File: src/rtl/param_always_ff_bank.sv
// param_always_ff_bank: bank of CHANNELS registers updated by hold/load/acc/sub
// commands, with sticky overflow flags, a result stream and a read port.
module param_always_ff_bank #(
  parameter int WIDTH    = 8,
  parameter int CHANNELS = 4,
  parameter int CH_W     = $clog2(CHANNELS),
  parameter int SATURATE = 1
) (
  input  logic                clk,
  input  logic                rst,
  input  logic                in_valid,
  input  logic [CH_W-1:0]     in_ch,
  input  logic [1:0]          mode,
  input  logic [WIDTH-1:0]    data_in,
  input  logic                clr_ovf,
  input  logic [CH_W-1:0]     rd_ch,
  output logic                out_valid,
  output logic [CH_W-1:0]     out_ch,
  output logic [WIDTH-1:0]    out_data,
  output logic [WIDTH-1:0]    rd_data,
  output logic [CHANNELS-1:0] ovf
);

  localparam logic [1:0] MODE_HOLD = 2'd0;
  localparam logic [1:0] MODE_LOAD = 2'd1;
  localparam logic [1:0] MODE_ACC  = 2'd2;
  localparam logic [1:0] MODE_SUB  = 2'd3;

  localparam int unsigned NCH = CHANNELS;
  localparam bit          SAT = (SATURATE != 0);

  logic [WIDTH-1:0]    bank_q [CHANNELS];
  logic [WIDTH-1:0]    bank_d [CHANNELS];
  logic                out_valid_q, out_valid_d;
  logic [CH_W-1:0]     out_ch_q, out_ch_d;
  logic [WIDTH-1:0]    out_data_q, out_data_d;
  logic [WIDTH-1:0]    rd_data_q, rd_data_d;
  logic [CHANNELS-1:0] ovf_q, ovf_d;

  logic                ch_ok;
  logic                accept;
  logic [WIDTH-1:0]    cur;
  logic [WIDTH:0]      sum;
  logic [WIDTH:0]      diff;
  logic [WIDTH-1:0]    res;
  logic                ov;

  assign ch_ok  = ({1'b0, in_ch} < NCH[CH_W:0]);
  assign accept = in_valid && ch_ok;
  assign sum    = {1'b0, cur} + {1'b0, data_in};
  assign diff   = {1'b0, cur} - {1'b0, data_in};

  // Select the addressed channel's current value.
  always_comb begin
    cur = '0;
    for (int i = 0; i < CHANNELS; i++) begin
      if (in_ch == i[CH_W-1:0]) cur = bank_q[i];
    end
  end

  // Compute the new channel value and whether it over/underflowed.
  always_comb begin
    res = cur;
    ov  = 1'b0;
    unique case (mode)
      MODE_HOLD: res = cur;
      MODE_LOAD: res = data_in;
      MODE_ACC: begin
        ov  = sum[WIDTH];
        res = (ov && SAT) ? {WIDTH{1'b1}} : sum[WIDTH-1:0];
      end
      MODE_SUB: begin
        ov  = diff[WIDTH];
        res = (ov && SAT) ? {WIDTH{1'b0}} : diff[WIDTH-1:0];
      end
      default: res = cur;
    endcase
  end

  // Next-state for bank, flags, result stream and read port.
  always_comb begin
    ovf_d       = clr_ovf ? '0 : ovf_q;
    rd_data_d   = '0;
    out_valid_d = accept;
    out_ch_d    = accept ? in_ch : out_ch_q;
    out_data_d  = accept ? res : out_data_q;
    for (int i = 0; i < CHANNELS; i++) begin
      bank_d[i] = bank_q[i];
      if (rd_ch == i[CH_W-1:0]) rd_data_d = bank_q[i];
      if (accept && (in_ch == i[CH_W-1:0])) begin
        bank_d[i] = res;
        if (ov) ovf_d[i] = 1'b1;
      end
    end
  end

  // State registers, cleared asynchronously.
  always_ff @(posedge clk or posedge rst) begin
    if (rst) begin
      for (int i = 0; i < CHANNELS; i++) bank_q[i] <= '0;
      out_valid_q <= 1'b0;
      out_ch_q    <= '0;
      out_data_q  <= '0;
      rd_data_q   <= '0;
      ovf_q       <= '0;
    end else begin
      for (int i = 0; i < CHANNELS; i++) bank_q[i] <= bank_d[i];
      out_valid_q <= out_valid_d;
      out_ch_q    <= out_ch_d;
      out_data_q  <= out_data_d;
      rd_data_q   <= rd_data_d;
      ovf_q       <= ovf_d;
    end
  end

  assign out_valid = out_valid_q;
  assign out_ch    = out_ch_q;
  assign out_data  = out_data_q;
  assign rd_data   = rd_data_q;
  assign ovf       = ovf_q;

endmodule

File: config.mk
export PLATFORM = sky130hd
export DESIGN_NAME = param_always_ff_bank
export DESIGN_NICKNAME = d
export VERILOG_FILES = /design/src/rtl/param_always_ff_bank.sv
export SDC_FILE = /design/constraint.sdc
export NUM_CORES = 1
export LEC_CHECK = 0
export ABC_AREA = 1
export BUFFER_PORTS_ARGS = -buffer_cell sky130_fd_sc_hd__buf_4
export CAP_MARGIN = 20
export CELL_PAD_IN_SITES_DETAIL_PLACEMENT = 1
export CELL_PAD_IN_SITES_GLOBAL_PLACEMENT = 2
export CORE_MARGIN = 3
export CORE_UTILIZATION = 38
export CTS_BUF_LIST = sky130_fd_sc_hd__clkbuf_2 sky130_fd_sc_hd__clkbuf_4 sky130_fd_sc_hd__clkbuf_8
export DETAILED_ROUTE_END_ITERATION = 10
export GPL_TIMING_DRIVEN = 0
export PLACE_DENSITY = 0.84
export RECOVER_POWER = 25
export SYNTH_ARGS = -nofsm -noshare
export SYNTH_HDL_FRONTEND = slang
export SYNTH_SLANG_ARGS = --single-unit
File: constraint.sdc
create_clock -name clk -period 5.8 [get_ports clk]
set_input_delay 0.58 -clock clk [delete_from_list [all_inputs] [get_ports clk]]
set_output_delay 0.58 -clock clk [all_outputs]
set_load 0.01 [all_outputs]
==> summary.txt <==
Die
  – Die width: 102 um
  – Die area: 0.0105 mm^2
  – Initial Util: 0.398
  – I/O Pins: 41
  – Core area: a little under 0.009 mm^2
  – Rows: 34
  – Die H: 102 um

Power and ir drop
  – NetSw: ~0.52 mW
  – Switching share of power: 0.396
  – Total internal power: 0.795 mW
  – P_leak: between 2 and 2.5 nW
  – Power Density: 324 mW/mm^2
  – Design Power: 1.32 mW
  – Seq pwr share: 0.394
  – Logic pwr share: 0.404
  – Clock network fraction of total power: 0.202
  – Peak VDD IR: 0.000156 V

Cells and area
  – Final Net Count: around 540
  – Area delta synth->final: 15.5%
  – Commonest non-fill, non-tap cell in the layout: nand2_1
  – Layout cell share with drive strength beyond 1: 0.185
  – N_diodes: 0
  – # fillers: roughly 1200
  – Most frequent cells in the layout: 145 x nand2_1, 59 x inv_1, 55 x dfrtp_1, 39 x buf_4, 32 x nand3_1

Timing
  – Fmax: 315 MHz
  – Hold Fails Final Rpt: 0
  – RSZ-0062 raised after global routing: false
  – Final period utilization: 0.547
  – Worst-Margin Slew: 2.17 ns
  – Worst relative slew slack: -0.448
  – Worst Skew: ~0.017 ns
  – Setup TNS Final: 0 ns
  – Tmin final: 3.17 ns
  – Slew Limit Fails: 40
  – Final Setup Violations: 0

CTS
  – Post-CTS setup buffers: 0
  – Clock sink count: 55
  – Clock root buffer: clkbuf_8
  – Worst-Skew Late Latency: roughly 0.31 ns
  – Post-CTS sizing: 0
  – CTS tree: built
  – CTS Hold Bufs: 0
  – CTS buffer count: 5
  – CTS H-tree lvls: 2
  – Worst-path clk slew: around 0.1 ns
  – Bufs on Longest Clock Path: 2

Detailed routing
  – Drt pass-1 iters: 4
  – Drc violations: 0
  – Detailed-route vias per instance: 5.38
  – WL final: approximately 11000 um
  – WL/cell: 18.3 um
  – DRT antenna net count: 0
  – Initial drt markers: 184
  – Via count: 3322

Global routing
  – Initial antenna violation count: 0
  – Vias in the first global route: 3373
  – Met3 Usage GRT: 0.0253
  – Global route overflow: 0
  – Largest net degree at the start of global routing: 40
  – Global-route wire length before repair: 18200 um
  – Met2 usage: 0.352
  – GR Util met1: 0.338
  – GR peak layer: met2
  – GRT Resource Usage Total: 0.226

Setup path
  – Reg-to-Reg Start: bank_q[26]$_DFFE_PP0P_
  – Setup CP Type: in -> reg
  – R2R cell count: 15
  – Crit Path Max Fanout: 10
  – RR Endpoint: out_data[5]$_DFFE_PP0P_
  – Critical path arrival: 3.37 ns
  – Critical Path Source Type: input port
  – FF-to-FF setup slack: 2.90 ns
  – Critical path capture point type: register
  – Worst EP required: ~6.0 ns

Status
  – Outcome: finished with violations
  – Failing checks: max-capacitance violations, max-slew violations

Logic synthesis
  – Synth Area per Inst: 7.63 um^2
  – Post-synth EDFFs: 0
  – Ys Warns: 0
  – Distinct cells, synth: 42
  – Post-synth ARST share: 1.00
  – Synth Register Bits: 55
  – Synth Cell Area: 0.00352 mm^2
  – Mapped Nets: 496
  – Seq/Total Area, Yosys: 0.391
  – Primary FF master, synth: dfrtp_1
  – Mapped Cells: 461

Place
  – Port Buffers: 39
  – Placer Congestion: 0.877
  – Detailed Place HPWL: 8770 um

Flow run
  – Max-Cap Viols: 1

Worst hold path
  – Hold Crit Class: in -> async
worst max-delay path, cell delays in order:
cell	delay, ns
buf_4	0.13
buf_6	0.15
inv_2	0.10
nor2_1	0.07
a221oi_1	0.30
o22ai_1	0.22
ha_1	0.32
buf_4	0.17
inv_2	0.10
nand3_1	0.07
nand2_1	0.18
a21oi_1	0.13
or2_1	0.22
nand3_1	0.07
nand2_1	0.05
nor2_1	0.12
nand3_2	0.20
nand2_1	0.13
nand2_1	0.05
power by group through the flow:
stage	logic, mW	clock network (mW)	registers, mW
6_report	0.532	0.266	0.518
5_1_grt	0.596	0.290	0.529
4_1_cts	0.539	0.274	0.519
3_5_place_dp	0.534	0	0.525
3_3_place_gp	0.517	0	0.523
2_1_floorplan	0.341	0	0.529
flip-flops by register name, indices dropped and copies added, names as in the netlist:
register and cells:
bank_q 32, out_data 8, rd_data 8, ovf 4, out_ch 2, out_valid 1
cell families after synthesis:
kind of cell / synth area share
compound gates: 0.137
xor+xnor: 0.00996
flops: 0.391
buf+inv: 0.0893
simple gates: 0.308
fa+ha+maj: 0.0647
synthesized netlist by cell type, drive strengths merged, types with 2 or more instances:
master	count	area [um^2]
xnor2	2	17.5
fa	2	40.0
buf	7	52.5
o221ai	3	26.3
nand2	155	622
o2111ai	4	35.0
a31oi	4	40.0
or2	3	18.8
inv	67	254
o211ai	2	20.0
dfrtp	55	1380
nor2	23	109
o21ai	33	169
o22ai	14	87.6
ha	15	188
nand4	9	68.8
a21oi	13	68.8
nand3	39	230
o21bai	2	18.8
xor2	2	17.5
a221oi	2	17.5
worst max-delay path by stage:
stage / depth (start not counted) / to / startpoint
6_report: 19 / out_data[5]$_DFFE_PP0P_ / in_ch[0]
5_1_grt: 19 / out_data[5]$_DFFE_PP0P_ / in_ch[0]
4_1_cts: 19 / out_data[5]$_DFFE_PP0P_ / in_ch[0]
3_5_place_dp: 20 / bank_q[12]$_DFFE_PP0P_ / in_ch[0]
3_3_place_gp: 20 / bank_q[12]$_DFFE_PP0P_ / in_ch[0]
2_1_floorplan: 19 / bank_q[12]$_DFFE_PP0P_ / in_ch[1]
layer usage:
metal	wire (um)	up-vias	part of all wire
met2	5150	87	0.46
met5	0	-	0
met3	549	10	0.049
met1	5480	1621	0.48
met4	129	0	0.011
li1	-	1604	-
metrics by stage:
step | instance area [um^2] | utilization | setup WS [ns] | std cells | hold WS (ns)
4_1_cts | 4080 | 0.461 | 2.62 | 617 | 0.256
3_3_place_gp | 3950 | 0.446 | 2.34 | 608 | 0.466
2_1_floorplan | 3520 | - | 3.01 | 461 | 0.449
3_5_place_dp | 3970 | 0.448 | 2.30 | 609 | 0.471
5_1_grt | 4070 | 0.459 | 2.40 | 617 | 0.396
6_report | 4070 | 0.459 | 2.63 | 617 | 0.349
final cells by class:
type	count	area, um^2	share of cell area
Clock inverter	2	38.8	0.00954
Timing Repair Buffer	40	297	0.0729
Sequential cell	55	1380	0.339
Clock buffer	6	76.3	0.0188
Buffer	8	56.3	0.0139
Tap cell	108	135	0.0332
Multi-Input combinational cell	330	1830	0.450
Inverter	68	258	0.0634
Note: power is estimated with default switching activity, not from simulation.
